`config.mk`:
```
export PLATFORM = sky130hd
export DESIGN_NAME = load_store_unit
export DESIGN_NICKNAME = d
export VERILOG_FILES = /design/src/rtl/lsu_pkg.sv /design/src/rtl/lsu_align.sv /design/src/rtl/load_store_unit.sv
export SDC_FILE = /design/constraint.sdc
export NUM_CORES = 1
export LEC_CHECK = 0
export CAP_MARGIN = 20
export CORE_ASPECT_RATIO = 2
export CORE_UTILIZATION = 39
export DETAILED_ROUTE_END_ITERATION = 12
export PLACE_DENSITY = 0.75
export REMOVE_ABC_BUFFERS = 1
export SETUP_SLACK_MARGIN = 0.02
export SLEW_MARGIN = 20
export SYNTH_ARGS = -nofsm -noshare
export SYNTH_HDL_FRONTEND = slang
export SYNTH_SLANG_ARGS = --single-unit
```
`constraint.sdc`:
```
create_clock -name clk -period 4.3 [get_ports clk]
set_input_delay 0.645 -clock clk [delete_from_list [all_inputs] [get_ports clk]]
set_output_delay 0.645 -clock clk [all_outputs]
set_load 0.005 [all_outputs]
```
`src/rtl/lsu_pkg.sv`:
```
// Shared definitions for the load/store unit: RV32I funct3 encodings and FSM states.
package lsu_pkg;

    localparam logic [2:0] F3_B  = 3'b000;
    localparam logic [2:0] F3_H  = 3'b001;
    localparam logic [2:0] F3_W  = 3'b010;
    localparam logic [2:0] F3_BU = 3'b100;
    localparam logic [2:0] F3_HU = 3'b101;

    typedef enum logic [1:0] {
        IDLE,
        LD_DATA,
        ST_MERGE
    } lsu_state_t;

endpackage

```
`src/rtl/lsu_align.sv`:
```
// Byte-lane steering: load extract with sign/zero extension, and sub-word store merge.
module lsu_align
    import lsu_pkg::*;
(
    input  logic [31:0] word,
    input  logic [1:0]  offset,
    input  logic [2:0]  funct3,
    input  logic [31:0] wdata,
    output logic [31:0] load_ext,
    output logic [31:0] merged
);

    logic [31:0] shifted;
    logic [31:0] lane_mask;
    logic [31:0] lane_data;

    always_comb begin
        shifted = word >> {offset, 3'b000};
        case (funct3)
            F3_B:    load_ext = {{24{shifted[7]}}, shifted[7:0]};
            F3_H:    load_ext = {{16{shifted[15]}}, shifted[15:0]};
            F3_BU:   load_ext = {24'h0, shifted[7:0]};
            F3_HU:   load_ext = {16'h0, shifted[15:0]};
            default: load_ext = word;
        endcase
    end

    always_comb begin
        case (funct3)
            F3_B: begin
                lane_mask = 32'h0000_00FF << {offset, 3'b000};
                lane_data = {24'h0, wdata[7:0]} << {offset, 3'b000};
            end
            F3_H: begin
                lane_mask = 32'h0000_FFFF << {offset[1], 4'b0000};
                lane_data = {16'h0, wdata[15:0]} << {offset[1], 4'b0000};
            end
            default: begin
                lane_mask = 32'hFFFF_FFFF;
                lane_data = wdata;
            end
        endcase
        merged = (word & ~lane_mask) | (lane_data & lane_mask);
    end

endmodule

```
`src/rtl/load_store_unit.sv`:
```
// RV32I load/store unit for a word-organised memory with one-cycle registered reads.
// Sub-word stores are done as read-modify-write; stall freezes the core while busy.
module load_store_unit
    import lsu_pkg::*;
#(
    parameter int MEM_WORDS = 64,
    parameter int AW        = 32
) (
    input  logic          clk,
    input  logic          reset,
    input  logic          req_valid,
    input  logic          req_we,
    input  logic [2:0]    req_funct3,
    input  logic [AW-1:0] req_addr,
    input  logic [31:0]   req_wdata,
    output logic          stall,
    output logic          done,
    output logic [31:0]   load_data,
    output logic          err,
    output logic          mem_read,
    output logic          mem_write,
    output logic [31:0]   mem_addr,
    output logic [31:0]   mem_wdata,
    input  logic [31:0]   mem_rdata
);

    lsu_state_t  state, state_nxt;
    logic [2:0]  f3_p1;
    logic [1:0]  off_p1;
    logic [31:0] idx_p1;
    logic [31:0] wdata_p1;
    logic        latch;
    logic        illegal, misaligned, out_of_range, chk_err;
    logic [31:0] req_idx;
    logic [31:0] ld_ext, st_merged;

    assign req_idx      = 32'(req_addr[AW-1:2]);
    assign out_of_range = {2'b00, req_addr[AW-1:2]} >= AW'(MEM_WORDS);
    assign chk_err      = illegal | misaligned | out_of_range;

    always_comb begin
        illegal    = 1'b0;
        misaligned = 1'b0;
        if (req_we) begin
            illegal = req_funct3 > F3_W;
        end else begin
            illegal = (req_funct3 == 3'b011) || (req_funct3 == 3'b110) || (req_funct3 == 3'b111);
        end
        case (req_funct3)
            F3_H, F3_HU: misaligned = req_addr[0];
            F3_W:        misaligned = |req_addr[1:0];
            default:     misaligned = 1'b0;
        endcase
    end

    lsu_align u_align (
        .word     (mem_rdata),
        .offset   (off_p1),
        .funct3   (f3_p1),
        .wdata    (wdata_p1),
        .load_ext (ld_ext),
        .merged   (st_merged)
    );

    // Outputs are held at zero throughout reset so no access escapes.
    always_comb begin
        state_nxt = state;
        latch     = 1'b0;
        mem_read  = 1'b0;
        mem_write = 1'b0;
        mem_addr  = 32'h0;
        mem_wdata = 32'h0;
        done      = 1'b0;
        err       = 1'b0;
        load_data = 32'h0;
        if (!reset) begin
            case (state)
                IDLE: begin
                    if (req_valid) begin
                        if (chk_err) begin
                            done = 1'b1;
                            err  = 1'b1;
                        end else if (!req_we) begin
                            mem_read  = 1'b1;
                            mem_addr  = req_idx;
                            latch     = 1'b1;
                            state_nxt = LD_DATA;
                        end else if (req_funct3 == F3_W) begin
                            mem_write = 1'b1;
                            mem_addr  = req_idx;
                            mem_wdata = req_wdata;
                            done      = 1'b1;
                        end else begin
                            mem_read  = 1'b1;
                            mem_addr  = req_idx;
                            latch     = 1'b1;
                            state_nxt = ST_MERGE;
                        end
                    end
                end
                LD_DATA: begin
                    done      = 1'b1;
                    load_data = ld_ext;
                    state_nxt = IDLE;
                end
                ST_MERGE: begin
                    mem_write = 1'b1;
                    mem_addr  = idx_p1;
                    mem_wdata = st_merged;
                    done      = 1'b1;
                    state_nxt = IDLE;
                end
                default: state_nxt = IDLE;
            endcase
        end
    end

    assign stall = req_valid & ~done & ~reset;

    // Request capture stage: completion uses only these copies.
    always_ff @(posedge clk or posedge reset) begin
        if (reset) begin
            state    <= IDLE;
            f3_p1    <= 3'h0;
            off_p1   <= 2'h0;
            idx_p1   <= 32'h0;
            wdata_p1 <= 32'h0;
        end else begin
            state <= state_nxt;
            if (latch) begin
                f3_p1    <= req_funct3;
                off_p1   <= req_addr[1:0];
                idx_p1   <= req_idx;
                wdata_p1 <= req_wdata;
            end
        end
    end

endmodule

```
### Word level (Yosys, flattened, before mapping)

Cells that the tools add are included.
W data, S select, Z words.

* add/subtract/negate cells: 0
* $mul: 0
* divide/modulo/power cells: 0
* $lt $le $gt $ge: 2
* equality and inequality tests: 14
* shift-type cells: 5
* mux-type cells: 42
* bitwise operators: 10
* reduce and logical (&&, ||, !) cells: 8

Operators by type and width (number)
* $mux W32: 7
* $pmux W32 S2: 3
* $pmux W32 S4: 1
* $mux W30: 3
* $and A32 B32 Y32: 2
* $pmux W30 S2: 1
* $not A32 Y32: 1
* $or A32 B32 Y32: 1
* $shl A16 B5 Y32: 1
* $shl A16 B5 Y32 const A: 1
* $shl A8 B5 Y32: 1
* $shl A8 B5 Y32 const A: 1
* $shr A32 B5 Y16: 1
* $ge A30 B7 Y1 const B: 1
* $mux W1: 19
* $eq A3 B3 Y1 const B: 5
* $mux W2: 5
* $eq A3 B1 Y1 const B: 2
* $eq A3 B2 Y1 const B: 2
* $pmux W1 S2: 3
* $reduce_or A2 Y1: 3
* $ne A2 B2 Y1 const B: 2
* $reduce_and A4 Y1: 1
* $gt A3 B2 Y1 const B: 1
* other kinds (9): 13

* register bits: 69
* bits in latches: 0
* RAM bits: 0
* ROM bits: 0
* output and inout bits: 101
* word-level logic and storage cells: 86
* memories kept: 0

### Logic depth before layout (Yosys ltp)

Gate-level depths: netlist of the first run.

* depth in word-level cells: 13
* gate-level depth with buffers: 8

### Hierarchy

Synthesis of the first run repeated with hierarchy kept, for this count alone.

* cells, all modules: 512
* area total of the unflattened synthesis: 5094.9 µm²

Modules (own cells, without submodules)
* load_store_unit: times used 1, cells each 305, area an instance 3701.0 µm², sequential area each 1726.7 µm²
* lsu_align: times used 1, cells each 207, area an instance 1393.8 µm², sequential area each 0.0 µm²

### Least setup slack after synthesis of the first run

OpenSTA, ideal clock, no wires.

* path type: input port to output port
* start point: input port reset
* end point: output port load_data[21]
* arrival time: 3647 ps
* slack: 8 ps
* stages on the path: 6
* path buffers: 2
* path through: clkbuf_1 -> inv_1 -> nand2_1 -> nor2_1 -> clkbuf_1 -> a21o_1

* longest elaborated chain between the ends: 1

Ends and longest elaborated chain
* start, declared: line load_store_unit.sv:10 `input logic reset,`
* $mux W32: line load_store_unit.sv:76 `if (!reset) begin`
* end, declared: line load_store_unit.sv:18 `output logic [31:0] load_data,`

Every way passes these cells.

### Final worst setup path of the first run

* start point: register f3_p1[1]
* end point: output port mem_wdata[14]

* longest elaborated chain between the ends: 7
* elaborated cells on any way between the ends: 10
* those cells by class: eq/ne: 1; mux: 4; bitwise: 4; reduce/logical: 1

Ends and longest elaborated chain
* start, declared: line load_store_unit.sv:28 `logic [2:0] f3_p1;`
* start signal, assigned: line load_store_unit.sv:131 `f3_p1 <= req_funct3;`
* $eq A3 B1 Y1 / $logic_not A3 Y1 (equally long branches): line lsu_align.sv:29 `case (funct3)`
* $pmux W32 S2: line lsu_align.sv:29
* $not A32 Y32: line lsu_align.sv:43 `merged = (word & ~lane_mask) | (lane_data & lane_mask);`
* $and A32 B32 Y32: line lsu_align.sv:43
* $or A32 B32 Y32 (*): line lsu_align.sv:43
* $pmux W32 S2 (*): line load_store_unit.sv:77 `case (state)`
* $mux W32 (*): line load_store_unit.sv:76
* end, declared: line load_store_unit.sv:23 `output logic [31:0] mem_wdata,`

Mark *: on every way between the ends. The rest lies on a longest branch, timed or not.

==> results of run 1 <==
==> layout by cell type, fill, tap and decap left out, types with 5 or more instances in the layout <==
cell type / instances
mux2i_1: 20
nor2_1: 14
o22ai_1: 5
mux2_2: 37
a221oi_1: 8
and2_1: 24
a21oi_1: 23
nor2b_1: 29
a22o_1: 22
a21o_1: 17
buf_4: 13
o31a_1: 5
mux2_1: 6
dfrtp_1: 69
nor4_1: 8
nand2b_1: 7
and3_1: 5
a31oi_1: 8
o21ai_0: 20
nand2_1: 59
clkdlybuf4s50_1: 201
o2bb2ai_1: 32
inv_1: 12
clkbuf_16: 9
==> routing by layer <==
layer,track usage,wire (um)
met3,0.0397,945
met5,0,0
met2,0.520,9440
met1,0.290,5800
met4,0.160,750
==> cells by family after synthesis <==
family | after synthesis
mux | 63
buf+inv | 53
other cells | 1
flops | 69
simple gates | 163
compound gates | 152
fa+ha+maj | 4
==> worst reg2reg max path, cell delays in order, from the launching register on <==
cell	delay, ns
dfrtp_1	0.43
inv_1	0.10
ha_1	0.28
nand2_1	0.25
nor3_4	0.25
buf_4	0.54
mux2_2	0.47
==> area by class of cell <==
| class | instances | area [um^2] | share of cell area |
|---|---|---|---|
| repair buffers | 216 | 2150 | 0.301 |
| flip-flops and latches | 69 | 1730 | 0.242 |
| clock inverters | 7 | 62.6 | 0.00877 |
| well taps | 145 | 181 | 0.0254 |
| multi-input cells | 384 | 2730 | 0.383 |
| clock buffers | 9 | 225 | 0.0316 |
| inverters | 14 | 52.6 | 0.00737 |
==> power breakdown <==
part | leakage [uW] | switching [uW] | internal (uW) | total, uW
clock | 0.000139 | 318 | 403 | 720
combinational | 0.00204 | 71.6 | 98.1 | 170
sequential | 0.000965 | 0.000132 | 649 | 649
==> state kept, by name (all words and copies together), names as in the netlist <==
| signal | cells |
|---|---|
| wdata_p1 | 32 |
| idx_p1 | 30 |
| f3_p1 | 3 |
| off_p1 | 2 |
| state | 2 |
==> stage by stage <==
| step | hold slack (ns) | setup WS (ns) |
|---|---|---|
| CTS | 0.497 | 0.407 |
| floorplan | 0.455 | -0.103 |
| global route | 0.517 | 0.195 |
| finish | 0.490 | 0.360 |
| detailed placement | 0.479 | 0.567 |
| global placement | 0.476 | 0.614 |
==> worst min-delay path by stage <==
stage                     slack (ns)          to        from  depth (start not counted)
final                           0.49  idx_p1[13]  idx_p1[13]                          1
after detailed placement        0.48  idx_p1[17]  idx_p1[17]                          1
after CTS                       0.50  idx_p1[13]  idx_p1[13]                          1
after global placement          0.48   idx_p1[6]   idx_p1[6]                          1
after global routing            0.52  idx_p1[10]  idx_p1[10]                          1
after floorplan                 0.46  idx_p1[10]  idx_p1[10]                          1
==> flow_metrics.py, run 1 <==
metrics = {
    "run_status": {
        "outcome": "completed",
    },
    "clocking": {
        "ctsHoldBuffers": 0,
        "cts.sinks": 69,
        "cts_tree": "yes",
        "clk_pin_slew_worst_paths_ns": 0.06,
        "cts_setup_buffers": 0,
        "htree_levels": 3,
        "cts.path.max_buffers": 2,
        "cts.repair.resized": 0,
        "clk_latency_ns": 0.33,
        "cts_buffers": 9,
        "clock-root-buffer": "clkbuf_16",
    },
    "yosys": {
        "yosys_most_used_dff": "dfrtp_1",
        "synth.yosys.seq_area_share": 0.369,
        "synth-async-reset-ratio": 1.00,
        "synthAdderAreaFrac": 0.0107,
        "ys_top_cells_by_area": "dfrtp_1, mux2_2, o2bb2ai_1, nand2_1, mux2i_1",
        "synth-simple-area-share": 0.186,
        "synthMuxAreaShare": 0.146,
        "yosysWarnings": 0,
        "synth.distinct_cells": 44,
        "synth_top_area_cell": "dfrtp_1",
        "synth_top_family_by_area": "compound AO/OA/AOI/OAI gates",
        "synth_common_cells": "dfrtp_1, nand2_1, mux2_2, o2bb2ai_1, nor2b_1",
        "synth.avg_cell_area_um2": 9.26,
        "synth_edf_count": 0,
        "synth_seq_cells": 69,
        "yosysMostFrequentCell": "dfrtp_1",
        "synth.top_cell.area_share": 0.369,
        "postSynthCellCount": 505,
        "synth_xor_area_frac": 0,
        "syn_area_um2": 4680,
        "synth_compound_area_frac": 0.235,
    },
    "sta": {
        "setup_viol": 0,
        "timing.fmax_ghz": 0.254,
        "grt_setup_unrepaired": "no",
        "tns_ns": 0,
        "slew_headroom": 0.393,
        "finalClockSkew_ns": 0.00603,
        "finalMaxSlewViolations": 0,
        "hold_violations": 0,
        "finalCritPeriodShare": 0.916,
        "tightest_slew_ns": 0.910,
        "fin_crit_ns": 3.94,
    },
    "die": {
        "start_util": 0.400,
        "rows": 56,
        "die_x_um": 79.4,
        "io_pins": 204,
        "fp.coreArea_um2": 11700,
        "dieArea_um2": 12500,
        "die_h_um": 157,
    },
    "place": {
        "place.detailed.hpwl_um": 13100,
        "place_area_um2": 6840,
        "place_congestion": 0.903,
        "port_buffers": 201,
        "dp.cells": 828,
    },
    "worst_setup_path": {
        "worst_setup_path_start_kind": "register",
        "cp-startpoint": "f3_p1[1]",
        "r2r_start": "state[1]",
        "path_class": "register to primary output",
        "endpoint_kind": "primary output",
        "path_cells": "or2_2 > a21o_1 > nor2_1 > a21oi_1 > o2bb2ai_1 > clkdlybuf4s50_1",
        "path_depth": 6,
        "cpMaxStageDelayCell": "nor2_1",
        "crit_family": "simple AND/OR/NAND/NOR gates",
        "worst-endpoint-required_ns": 3.65,
        "r2r_cells": 6,
        "crit_fanout": 13,
        "r2r_slack_ns": 1.85,
        "cp_num_buf_inv": 1,
        "crit_path_end": "mem_wdata[14]",
        "slowest_delay_ns": 0.61,
        "reg2reg_to": "wdata_p1[17]",
        "arrival_ns": 3.30,
    },
    "power": {
        "leakagePower_uw": 0.00314,
        "pwr_density_cell_nw_per_um2": 216,
        "irDropWorstVdd_v": 0.000237,
        "finalPower_uw": 1540,
    },
    "cells_and_area": {
        "layout.cells.non_filler": 844,
        "layout.nets": 801,
        "drive_gt1_frac": 0.113,
        "post-route-util": 0.609,
        "area_delta_synth_final_pct": 52.5,
        "stdcell_area_um2": 7130,
        "diodes": 0,
        "fillers": 1034,
    },
    "global_route": {
        "antenna_found_initial": 0,
        "grt_pass1_vias": 5101,
        "track_usage": 0.280,
        "grt_start_max_net_pins": 71,
        "grt_pass1_wl_um": 26600,
        "overflow": 0,
    },
    "drt": {
        "drtIter0Drc": 338,
        "first_pass_iters": 6,
        "routed_wirelength_um": 16900,
        "ant_nets": 0,
        "drc_errors": 0,
        "via_count": 4861,
        "vias_per_cell": 5.76,
        "wl_per_cell_um": 20.1,
    },
    "min_path": {
        "hp-class": "register to register",
    },
    "job": {
        "max-cap-violations": 0,
    },
}
(Power assumes the default switching activity.)
==> run 2: changes to the inputs <==
--- a/config.mk
+++ b/config.mk
@@ -5,6 +5,7 @@
 export SDC_FILE = /design/constraint.sdc
 export NUM_CORES = 1
 export LEC_CHECK = 0
+export ABC_CLOCK_PERIOD_IN_PS = 4300
 export CAP_MARGIN = 20
 export CORE_ASPECT_RATIO = 2
 export CORE_UTILIZATION = 39
==> results of run 2 <==
Same layout as run 1: the final DEF is identical, and so are final timing and power.
==> run 3: changes to the inputs <==
--- a/config.mk
+++ b/config.mk
@@ -13,7 +13,6 @@
 export PLACE_DENSITY = 0.75
 export REMOVE_ABC_BUFFERS = 1
 export SETUP_SLACK_MARGIN = 0.02
-export SLEW_MARGIN = 20
 export SYNTH_ARGS = -nofsm -noshare
 export SYNTH_HDL_FRONTEND = slang
 export SYNTH_SLANG_ARGS = --single-unit
==> run 3 against run 2 <==
Compared with the run above:
- first-iteration DRC count shrank 7.1%
- sequential power about the same
- core utilization about the same
==> flow_metrics.py, run 3 (synthesis results as in run 1) <==
metrics = {
    "run_status": {
        "outcome": "completed",
    },
    "cells_and_area": {
        "seqCellArea_um2": 1730,
        "largest-register": "wdata_p1",
        "area_delta_synth_final_pct": 52.6,
        "layout_commonest_cell": "clkdlybuf4s50_1",
        "largest_reg_flops": 32,
        "layout.cells.non_filler": 845,
        "layout.nets": 802,
        "final_cell_mix": "clkdlybuf4s50_1, dfrtp_1, nand2_1, mux2_2, o2bb2ai_1",
        "diodes": 0,
        "top_regs": "wdata_p1 (32), idx_p1 (30), f3_p1 (3)",
        "post-route-util": 0.610,
        "multi_input_area_um2": 2730,
        "drive_gt1_frac": 0.113,
        "fillers": 1042,
    },
    "worst_setup_path": {
        "worst-endpoint-required_ns": 3.65,
        "arrival_ns": 3.26,
        "path_cells": "or2_2 > a21o_1 > nor2_1 > a21oi_1 > o2bb2ai_1 > clkdlybuf4s50_1",
        "cpMaxStageDelayCell": "nor2_1",
        "path_class": "register to primary output",
        "worst_setup_path_start_kind": "register",
        "crit_fanout": 13,
        "endpoint_kind": "primary output",
        "slowest_delay_ns": 0.60,
    },
    "job": {
        "max-cap-violations": 0,
    },
    "power": {
        "power_frac_comb": 0.111,
        "pwr_density_cell_nw_per_um2": 215,
        "leakagePower_uw": 0.00314,
        "pwr-share-clk": 0.466,
        "intPower_uw": 1150,
        "p_switching_uw": 388,
        "seqPwrFrac": 0.423,
        "irDropWorstVdd_v": 0.000201,
        "p_sw_frac": 0.253,
    },
    "drt": {
        "vias_per_cell": 5.75,
        "via_count": 4858,
        "wl_per_cell_um": 20.1,
        "routed_wirelength_um": 17000,
        "ant_nets": 0,
        "first_pass_iters": 5,
        "drtIter0Drc": 314,
        "drc_errors": 0,
    },
    "die": {
        "die_x_um": 79.4,
        "rows": 56,
        "fp.coreArea_um2": 11700,
        "start_util": 0.400,
        "die_h_um": 157,
        "dieArea_um2": 12500,
        "io_pins": 204,
    },
    "sta": {
        "tightest_slew_ns": 0.920,
        "final.setup.worst_slack_ns": 0.398,
        "tns_ns": 0,
        "finalMaxSlewViolations": 0,
        "timing.fmax_ghz": 0.256,
        "finalClockSkew_ns": 0.00936,
        "fin_crit_ns": 3.90,
        "finalCritPeriodShare": 0.907,
        "setup_viol": 0,
        "grt_setup_unrepaired": "no",
        "slew_headroom": 0.387,
        "hold_violations": 0,
    },
    "clocking": {
        "cts.sinks": 69,
        "ctsHoldBuffers": 0,
        "clock-root-buffer": "clkbuf_16",
        "clk_pin_slew_worst_paths_ns": 0.06,
        "cts.path.max_buffers": 2,
        "cts_setup_buffers": 0,
        "cts.repair.resized": 0,
        "htree_levels": 3,
        "clk_latency_ns": 0.33,
        "cts_buffers": 9,
        "cts_tree": "yes",
    },
    "global_route": {
        "met3_usage": 0.0461,
        "track_usage": 0.282,
        "overflow": 0,
        "grt_pass1_vias": 5051,
        "grt_pass1_wl_um": 26500,
        "met2_usage": 0.516,
        "antenna_found_initial": 0,
        "grt_start_max_net_pins": 71,
        "busiest_layer": "met2",
        "grt_util_met1": 0.292,
    },
    "place": {
        "port_buffers": 201,
        "pre_cts_ws_ns": 0.574,
        "dp.cells": 829,
        "place_congestion": 0.903,
        "place.detailed.hpwl_um": 13000,
    },
    "min_path": {
        "hp-class": "register to register",
    },
}
==> run 3: worst paths after layout <==
| check | start | to | slack, ns | cells past startpoint |
|---|---|---|---|---|
| setup / recovery | f3_p1[1] | mem_wdata[14] | 0.40 | 6 |
| hold / removal | idx_p1[23] | idx_p1[23] | 0.49 | 1 |
| setup reg to reg | state[0] | wdata_p1[17] | 1.84 | 6 |
| hold reg to reg | idx_p1[23] | idx_p1[23] | 0.49 | 1 |
| max in group asynchronous | reset | wdata_p1[17] | 2.51 | 3 |
| min in group asynchronous | reset | wdata_p1[27] | 1.17 | 3 |
==> run 3: critical path, delay by kind of cell (launching register included) <==
family | cells | cell delay [ns]
simple gates | 2 | 1.10
compound gates | 3 | 0.73
flops | 1 | 0.55
buf+inv | 1 | 0.54
==> run 3: area by class of cell <==
cell class / instances / share of cell area
repair buffers: 217 / 0.303
clock inverters: 7 / 0.00807
clock buffers: 9 / 0.0316
multi-input cells: 384 / 0.383
flip-flops and latches: 69 / 0.242
inverters: 14 / 0.00737
well taps: 145 / 0.0254
==> run 3: per-stage QoR <==
stage               hold slack [ns]  total power (uW)  cell area [um^2]
detailed placement            0.480               831              6850
CTS                           0.496              1550              7130
global placement              0.476               828              6840
global route                  0.516              1590              7130
finish                        0.491              1540              7130
floorplan                     0.455               698              4490
==> run 3: power groups by stage <==
stage               registers, uW  logic, uW  clock network, uW
detailed placement            661        169                  0
global route                  649        184                760
finish                        649        170                716
global placement              661        167                  0
CTS                           649        171                726
floorplan                     661       37.1                  0
==> run 3: metal layers <==
layer  vias up  share of wire
met1      2314           0.35
met3        68          0.054
li1       2221              -
met4         0          0.054
met5         -              0
met2       255           0.55
